### config.mk
export PLATFORM = sky130hd
export DESIGN_NAME = board_disp_tx
export DESIGN_NICKNAME = d
export VERILOG_FILES = /design/src/rtl/board_disp_tx.sv
export SDC_FILE = /design/constraint.sdc
export NUM_CORES = 1
export LEC_CHECK = 0
export CORE_UTILIZATION = 60
export CTS_CLUSTER_DIAMETER = 200
export DETAILED_ROUTE_END_ITERATION = 6
export PLACE_DENSITY = 0.84
export SYNTH_ARGS = -nofsm -noshare
export SYNTH_HDL_FRONTEND = slang
export SYNTH_SLANG_ARGS = --single-unit
### constraint.sdc
create_clock -name in_clka -period 6.8 [get_ports in_clka]
set_clock_uncertainty 0.15 [all_clocks]
set_input_delay 2.04 -clock in_clka [delete_from_list [all_inputs] [get_ports in_clka]]
set_output_delay 2.04 -clock in_clka [all_outputs]
set_load 0.01 [all_outputs]
### src/rtl/board_disp_tx.sv
// board_disp_tx -- transmit end of the board interface.
//
// Serialises a BOARD_W-bit board word, MSB first, to an external
// shift-register LED driver as data / clock / latch. The block is
// double-buffered: a word loaded while a frame is in flight is parked in a
// shadow register and sent right after the current frame. If a second word
// arrives before the parked one was sent, the last word wins and overrun
// pulses.
//
// Optional feature (macro BOARD_DISP_PARITY_EN): one extra odd-parity bit
// (~^ of the word) is shifted after the data bits, before the latch.
//
// Ports:
//   in_clka     system clock, rising edge
//   in_restart  asynchronous reset, active-high
//   board_in    board word to transmit
//   board_load  one-cycle strobe, board_in valid
//   ser_data    serial data, MSB first
//   ser_clk     serial clock, driver samples on its rising edge
//   ser_latch   latch pulse after the last bit of a frame
//   busy        high while a frame is in progress
//   frame_done  one-cycle pulse after each frame completes
//   overrun     one-cycle pulse when an unsent pending word is overwritten
module board_disp_tx #(
  parameter int CLK_DIV = 2,
  parameter int BOARD_W = 32
) (
  input  logic               in_clka,
  input  logic               in_restart,
  input  logic [BOARD_W-1:0] board_in,
  input  logic               board_load,
  output logic               ser_data,
  output logic               ser_clk,
  output logic               ser_latch,
  output logic               busy,
  output logic               frame_done,
  output logic               overrun
);

`ifdef BOARD_DISP_PARITY_EN
  localparam int NBITS = BOARD_W + 1;
`else
  localparam int NBITS = BOARD_W;
`endif
  localparam int BCW = $clog2(BOARD_W + 1);
  localparam int DCW = $clog2(CLK_DIV + 1);

  typedef enum logic [1:0] {IDLE, SETUP, HOLD, LATCH} state_t;

  state_t             state, state_nxt;
  logic [NBITS-1:0]   shreg, shadow;
  logic               pending;
  logic [BCW-1:0]     bit_cnt;
  logic [DCW-1:0]     div_cnt;
  logic               div_end, last_bit, frame_end, busy_load;

  // Word as it goes on the wire: data bits, then the parity bit if enabled.
  function automatic logic [NBITS-1:0] frame_word(input logic [BOARD_W-1:0] w);
`ifdef BOARD_DISP_PARITY_EN
    return {w, ~^w};
`else
    return w;
`endif
  endfunction

  assign div_end   = (div_cnt == DCW'(CLK_DIV - 1));
  assign last_bit  = (bit_cnt == BCW'(NBITS - 1));
  assign frame_end = (state == LATCH) && div_end;
  // Any load outside IDLE, including the final LATCH cycle, is a busy load.
  assign busy_load = board_load && (state != IDLE);

  always_ff @(posedge in_clka or posedge in_restart) begin
    if (in_restart) state <= IDLE;
    else            state <= state_nxt;
  end

  always_comb begin
    state_nxt = state;
    ser_clk   = 1'b0;
    ser_latch = 1'b0;
    ser_data  = 1'b0;
    busy      = 1'b1;
    unique case (state)
      IDLE: begin
        busy = 1'b0;
        if (board_load) state_nxt = SETUP;
      end
      SETUP: begin
        ser_data = shreg[NBITS-1];
        if (div_end) state_nxt = HOLD;
      end
      HOLD: begin
        ser_clk  = 1'b1;
        ser_data = shreg[NBITS-1];
        if (div_end) state_nxt = last_bit ? LATCH : SETUP;
      end
      LATCH: begin
        ser_latch = 1'b1;
        // A load in the final latch cycle is forwarded straight to SETUP.
        if (div_end) state_nxt = (pending || board_load) ? SETUP : IDLE;
      end
      default: state_nxt = IDLE;
    endcase
  end

  always_ff @(posedge in_clka or posedge in_restart) begin
    if (in_restart) begin
      shreg      <= '0;
      shadow     <= '0;
      pending    <= 1'b0;
      bit_cnt    <= '0;
      div_cnt    <= '0;
      frame_done <= 1'b0;
      overrun    <= 1'b0;
    end else begin
      frame_done <= frame_end;
      // A busy load with a word still pending always discards that word,
      // whether it lands in the shadow or is forwarded at the frame end.
      overrun    <= busy_load && pending;

      if (state == IDLE || div_end) div_cnt <= '0;
      else                          div_cnt <= div_cnt + DCW'(1);

      if (busy_load && !frame_end) begin
        shadow  <= frame_word(board_in);
        pending <= 1'b1;
      end else if (frame_end) begin
        pending <= 1'b0;
      end

      unique case (state)
        IDLE: if (board_load) begin
          shreg   <= frame_word(board_in);
          bit_cnt <= '0;
        end
        HOLD: if (div_end) begin
          shreg   <= {shreg[NBITS-2:0], 1'b0};
          bit_cnt <= bit_cnt + BCW'(1);
        end
        LATCH: if (div_end) begin
          bit_cnt <= '0;
          if (board_load)   shreg <= frame_word(board_in);
          else if (pending) shreg <= shadow;
        end
        default: ;
      endcase
    end
  end

endmodule
# After elaboration in Yosys (flattened, before gate mapping)
# Index checks and enable logic that the tools add are counted.
# op_classes
n_bitwise	0
div	0
mux	24
addsub	2
eq_ne	10
reduce_logical	15
shifts	0
multipliers	0
order_cmp	0
# op_table
cell	count
$mux W32	5
$pmux W32 S3	1
$mux W6	3
$pmux W6 S3	1
$mux W2	6
$ne A2 B2 Y1 const B	4
$pmux W2 S4	1
$reduce_and A4 Y1	2
$mux W1	7
$add A6 B1 Y6 const B	1
$eq A6 B5 Y1 const B	1
$reduce_and A5 Y1	1
$eq A2 B1 Y1 const B	2
$eq A2 B2 Y1 const B	2
$logic_and A1 B1 Y1	4
$reduce_bool A2 Y1	2
$ne A3 B3 Y1 const B	1
$reduce_bool A3 Y1	1
$add A2 B1 Y2 const B	1
$logic_not A2 Y1	1
$logic_or A1 B1 Y1	2
$reduce_or A2 Y1	1
$logic_not A1 Y1	1
# totals
ram_bits	0
latch_bits	0
n_memories	0
out_inout_bits	6
register_bits	77
in_bits	35
romBits	0

# Longest topological paths before layout
# Gate-level depths: netlist of the first run.
# depth
depth_word	5
mapped_depth	8

# Worst setup path after synthesis of the first run
# No wires, ideal clock.
# synth_path
kind	input to register
start	input board_load
end	register shreg[6]
setup_ps	78
path_slack_ps	3331
t_required_ps	6571
stages	5
n_path_buf	2
arrival_time_ps	3240
path_cell_list	buf_2 -> buf_2 -> nor3b_1 -> a222oi_1 -> a21oi_1
# synth_between
elab_chain_len	3
elab_cells_between_ends	6
# synth_rtl
item	line_no	text
start: declaration	31	input logic board_load,
$mux W32	142	if (board_load) shreg <= frame_word(board_in);
$mux W32	140	LATCH: if (div_end) begin
$pmux W32 S3	131	unique case (state)
end signal: assignment	133	shreg <= frame_word(board_in);
end signal: assignment	142	
end signal: assignment	143	else if (pending) shreg <= shadow;
end: declaration	51	logic [NBITS-1:0] shreg, shadow;
# Several ways; a longest one is shown, not always the timed one. The select of a mux whose other input is x is not followed.
# A chain may end at the register's enable or synchronous reset.

# Worst setup path in the final report of the first run
# layout_path
start	input board_load
end	register shreg[8]
# The elaborated chain is that of the path after synthesis.

==> results of run 1 <==
==> cell usage after synthesis, types with 7 or more instances <==
| cell type | number | area (sq um) |
|---|---|---|
| buf_2 | 9 | 45.0 |
| a221oi_1 | 23 | 201 |
| clkbuf_1 | 23 | 86.3 |
| inv_1 | 7 | 26.3 |
| dfrtp_1 | 77 | 1930 |
| a222oi_1 | 8 | 80.1 |
| nand2_1 | 32 | 120 |
| mux2_2 | 32 | 360 |
| a21oi_1 | 33 | 165 |
| ha_1 | 10 | 125 |
| nor2_1 | 38 | 143 |
| nor3b_1 | 24 | 180 |
| o21ai_0 | 53 | 265 |
==> worst min-delay path by stage <==
stage	startpoint	end	depth (start not counted)
after CTS	div_cnt[0]	div_cnt[0]	1
final	div_cnt[0]	div_cnt[0]	1
after global routing	div_cnt[0]	div_cnt[0]	1
after floorplan	div_cnt[0]	div_cnt[0]	1
after global placement	div_cnt[0]	div_cnt[0]	1
after detailed placement	div_cnt[0]	div_cnt[0]	1
==> cell type report <==
cell class | instances | area, sq um
Clock inverter | 5 | 75.1
Fill cell | 461 | 1790
Sequential cell | 77 | 1930
Multi-Input combinational cell | 283 | 1860
Inverter | 7 | 26.3
Timing Repair Buffer | 46 | 445
Tap cell | 77 | 96.3
Clock buffer | 11 | 131
==> cells by family (layout without fill, tap and decap cells) <==
kind of cell	Yosys count	in the layout	synth area share, %
adders and majority gates	10	10	3.16
muxes	32	32	9.11
buffers and inverters	42	69	4.46
and+or+nand+nor	113	113	13.9
AOI/OAI and AO/OA	128	128	20.7
DFF	77	77	48.7
==> state kept, by name, summed over array words and instances, names as in the netlist <==
name and count:
bit_cnt 6, div_cnt 2, frame_done 1, overrun 1, pending 1, shadow 32, shreg 32, state 2
==> where the power goes <==
group / total [mW] / leakage (nW) / switching, mW / internal [mW]
Sequential: 0.802 / 0.905 / 0.119 / 0.683
Combinational: 0.890 / 0.823 / 0.498 / 0.391
Clock: 0.370 / 0.107 / 0.165 / 0.205
Total: 2.06 / 1.84 / 0.782 / 1.28
==> metrics by stage <==
stage,power (mW),cell area [sq um],setup slack (ns),cells,utilization (%)
final,2.06,4560,2.32,506,71.8
after detailed placement,1.69,4350,1.98,490,68.5
after floorplan,1.49,3960,2.64,402,-
after CTS,2.06,4560,2.35,506,71.8
after global routing,2.22,4560,2.04,506,71.8
after global placement,1.64,4350,2.15,490,68.5
==> worst max-delay path, stage by stage <==
cell and delay (ns):
clkdlybuf4s50_1 0.80, buf_4 0.42, nor3b_1 0.93, a222oi_1 0.19
a21oi_1 0.21
==> cell usage in the layout (no fill, tap or decap) <==
cell type        instances
a2111oi_4                1
clkdlybuf4s50_1         40
o21ai_1                  2
and2_1                   3
mux2_2                  32
a21o_1                   1
buf_4                    6
clkbuf_1                 2
ha_2                     1
nand3_1                  6
inv_2                    1
o22ai_1                  1
o21ai_0                 53
nor3b_1                 24
a222oi_1                 8
a21oi_1                 33
clkinv_2                 3
nand3b_1                 1
nor3_1                   4
a22oi_1                  1
bufinv_16                2
nor2b_1                  2
o31ai_1                  3
nor2_1                  38
inv_1                    6
o21ba_4                  1
a221oi_1                23
ha_1                     9
o21a_1                   1
or3_1                    2
nand2_1                 32
clkbuf_8                 9
and3_1                   1
dfrtp_1                 77
==> routing by layer <==
layer	vias to the layer above	part of all wire, %	track usage, %
met2	64	49	40.1
met1	1534	45	32.7
met4	0	1.3	10.0
met3	13	4.2	5.07
li1	1507	-	-
met5	-	0	0
==> out/results.ini, run 1 <==
[placed_design]
io_buffer_count = 40
place.gp.congestion = 0.804
place_hpwl_microns = 4960

[drt]
initialDrtViolationCount = 244
drc = 0
ant_nets = 0
drt_wl_total_microns = 7960
dr.pass1.iters = 5
num_vias = 3118
vias_per_cell = 6.16
wl_per_cell_microns = 15.7

[global_route]
grt_pass1_vias = 3074
antenna_found_initial = 0
overflow = 0
grt_first_pass_wirelength_microns = 13900
grt_max_degree = 79
track_usage_pct = 24.7

[sta]
rsz0062_at_grt = no
slew_headroom_pct = 25.7
fmax_ghz = 0.223
fin_crit_ns = 4.48
holdWs_ns = 0.306
finalHoldViolCount = 0
setup_viol = 0
fin_crit_sh_pct = 65.9
fin_tns_setup_ns = 0
maxSlewViolCount = 0
worst_slew_pin_slew_ns = 1.11

[logic_synthesis]
ys_types = 30
async_flop_share_pct = 100
syn_area_sq_um = 3960
ys_warn_count = 0
postSynthCellCount = 402
ys_seq_elements = 77
syn_nets = 447
syn_avg_cell_area_sq_um = 9.84
synth_ff_type = dfrtp_1
synth-edff-count = 0
synth_seq_area_share_pct = 48.7

[cts]
cts_tree = done
cts_made_buffers = 9
cts-htree-levels = 3
cts-root-buf = clkbuf_8
clock-sinks = 77
clkTransAtPathRegs_ns = 0.08
insertion_delay_ns = 0.35
post-cts-setup-buffers = 0
hold_buffers = 0
cts_buffer_depth = 2
cts_resized = 0

[run]
maxCapViolCount = 0

[floorplan]
die_x_microns = 83.2
row_count = 29
coreArea_sq_um = 6350
die_area_sq_um = 6920
initial_utilization_pct = 62.3
fp.dieH_microns = 83.2
io-pin-count = 41

[worst_setup_path]
start_kind = input port
worstPathArrival_ns = 4.60
critPathRequiredTime_ns = 6.92
crit_path_end_kind = register
critical_path_class = input port to register
reg2regPathDepth = 4
reg2reg_setup_slack_ns = 3.81
cp-endpoint = shreg[8]
reg2reg_to = shreg[8]
startpoint = board_load
crit_path_max_fanout = 31
timing.rr.start = state[1]

[final_layout]
drive_gt1_share_pct = 13.1
nNetsFinal = 469
diodes = 0
area_delta_synth_final_pct = 15.2

[outcome]
status = complete, no violations

[power]
ir_worst_vdd_uv = 264
leakagePower_nw = 1.84
p_per_area_nw_per_um2 = 452

[min_path]
hold_class = register to register

No activity file was read; power rests on OpenSTA's default activity.
==> run 2, diff against run 1 <==
CORE_UTILIZATION = 51   (was 60)
PLACE_DENSITY = 0.76   (was 0.84)
clock period = 4.1 ns   (was 6.8 ns; I/O delays follow)
==> run 2 against run 1 <==
Power grew 68%. Die area grew 17%. Sequential share of layout area shrank 0.76 points. Utilization shrank 8.8 points. Clock power grew 76%. Critical path depth shrank 2. Setup slack lost 1.6 ns. Global-route usage shrank 3.8 points. Register-to-register slack lost 2.3 ns. Sequential power grew 66%. Wire length grew 1.8%.
==> out/results.ini, run 2 (synthesis gave the netlist of run 1 again) <==
[outcome]
status = complete, no violations

[global_route]
track_usage_pct = 21.0  ; -3.8 points
grt_first_pass_wirelength_microns = 13800  ; -0.69%
antenna_found_initial = 0  ; unchanged
grt_max_degree = 70  ; -11%
grt_pass1_vias = 3054  ; -0.65%
overflow = 0  ; unchanged

[final_layout]
diodes = 0  ; unchanged
top_regs = shadow x32, shreg x32, bit_cnt x6
area_delta_synth_final_pct = 17.3
fill_cells = 612  ; +33%
final_util_pct = 63.0  ; -8.8 points
drive_gt1_share_pct = 14.3  ; +1.2 points
most-common-layout-cells = dfrtp_1 (77), o21ai_0 (53), clkdlybuf4s50_1 (40), nor2_1 (38), a21oi_1 (33)
layout_commonest_cell = dfrtp_1
nNetsFinal = 474  ; +1.1%

[drt]
vias_per_cell = 5.93  ; -3.8%
dr.pass1.iters = 4  ; -1
initialDrtViolationCount = 332  ; +36%
drt_wl_total_microns = 8100  ; +1.8%
wl_per_cell_microns = 15.2  ; -3.3%
drc = 0  ; unchanged
num_vias = 3159  ; +1.3%
ant_nets = 0  ; unchanged

[placed_design]
place.gp.congestion = 0.805  ; +0.14%
io_buffer_count = 40  ; unchanged
place_hpwl_microns = 5020  ; +1.3%

[worst_setup_path]
worstPathArrival_ns = 2.01  ; -2.59 ns
path_cells = inv_1, ha_1, clkdlybuf4s50_1
critPathRequiredTime_ns = 2.72  ; -4.20 ns
crit_path_end_kind = output pin
worst_path_largest_cell_delay_ns = 0.61  ; -0.32 ns
start_kind = register
slowest_stage = clkdlybuf4s50_1
critical_path_class = register to output pin
crit_path_max_fanout = 9  ; -71%

[sta]
fin_crit_sh_pct = 82.6
worst_slew_pin_slew_ns = 0.631  ; -0.482 ns
fmax_ghz = 0.295
fin_tns_setup_ns = 0  ; unchanged
maxSlewViolCount = 0  ; unchanged
slew_headroom_pct = 57.9  ; +32 points
fin_crit_ns = 3.39
setup_viol = 0  ; unchanged
rsz0062_at_grt = no
finalHoldViolCount = 0  ; unchanged

[cts]
cts_resized = 0  ; unchanged
cts_buffer_depth = 2  ; unchanged
cts-root-buf = clkbuf_8
cts_made_buffers = 9  ; unchanged
cts-htree-levels = 3  ; unchanged
post-cts-setup-buffers = 0  ; unchanged
clkTransAtPathRegs_ns = 0.08  ; about the same
insertion_delay_ns = 0.34  ; about the same
cts_tree = done
clock-sinks = 77  ; unchanged
hold_buffers = 0  ; unchanged

[floorplan]
initial_utilization_pct = 53.7  ; -8.6 points
die_area_sq_um = 8110  ; +17%
die_x_microns = 90.1  ; +8.3%
fp.dieH_microns = 90.1  ; +8.3%
io-pin-count = 41  ; unchanged
coreArea_sq_um = 7370  ; +16%
row_count = 31  ; +6.9%

[power]
leakagePower_nw = 1.87  ; +1.9%
p_per_area_nw_per_um2 = 747  ; +65%
ir_worst_vdd_uv = 410  ; +56%
internal_power_mw = 2.17  ; +70%
pwr-share-seq_pct = 38.3  ; -0.6 points
power_frac_clock_pct = 18.8  ; +0.9 points
swShare_pct = 37.3  ; -0.61 points
power_switching_mw = 1.29  ; +65%
power_mw = 3.46  ; +68%
power_frac_comb_pct = 42.9  ; -0.3 points

[min_path]
hold_class = register to register

[run]
maxCapViolCount = 0  ; unchanged

## run 2: final timing paths
path / startpoint / to / slack, ns / cells past startpoint
worst max-delay path: state[0] / ser_clk / 0.71 / 3
worst min-delay path: div_cnt[0] / div_cnt[0] / 0.29 / 1
worst max register to register: state[0] / bit_cnt[3] / 1.55 / 6
worst min register to register: div_cnt[0] / div_cnt[0] / 0.29 / 1
max in group asynchronous: in_restart / div_cnt[1] / 1.85 / 3
min in group asynchronous: in_restart / shreg[0] / 1.12 / 2
## run 2: final cells by class
class / count / area [sq um] / share of cell area [%]
clock buffer: 12 / 155 / 3.34
inverter: 7 / 26.3 / 0.566
multi-input combinational: 283 / 1860 / 40.0
tap: 99 / 124 / 2.67
clock inverter: 4 / 70.1 / 1.51
sequential: 77 / 1930 / 41.5
timing repair buffer: 51 / 483 / 10.4
## run 2: power by group through the flow
stage,Sequential (mW),Clock [mW],Combinational (mW)
floorplan,1.28,0,1.19
global placement,1.32,0,1.43
global route,1.36,0.697,1.67
CTS,1.32,0.670,1.50
finish,1.33,0.651,1.49
detailed placement,1.33,0,1.49
## run 2: routing by layer
metal / track usage, % / vias to the layer above / share of wire (%)
met4: 9.14 / 0 / 1.6
met3: 3.05 / 11 / 4.0
met2: 35.0 / 71 / 49
met1: 27.3 / 1562 / 45
li1: - / 1515 / -
met5: 0 / - / 0
## run 2: worst max-delay path: cells and delay by family (launching register included)
family	cells	cell delay (ns)
flip-flops	1	0.47
buffers and inverters	2	0.81
adder cells (fa/ha/maj)	1	0.39
## run 2: per-stage QoR
| stage | setup WS, ns | std cells | area [sq um] | hold WS, ns |
|---|---|---|---|---|
| floorplan | 0.753 | 402 | 3960 | 0.258 |
| CTS | 0.702 | 533 | 4640 | 0.291 |
| detailed placement | 0.967 | 517 | 4420 | 0.279 |
| global placement | 1.06 | 517 | 4420 | 0.271 |
| global route | 0.633 | 533 | 4640 | 0.310 |
| finish | 0.713 | 533 | 4640 | 0.289 |
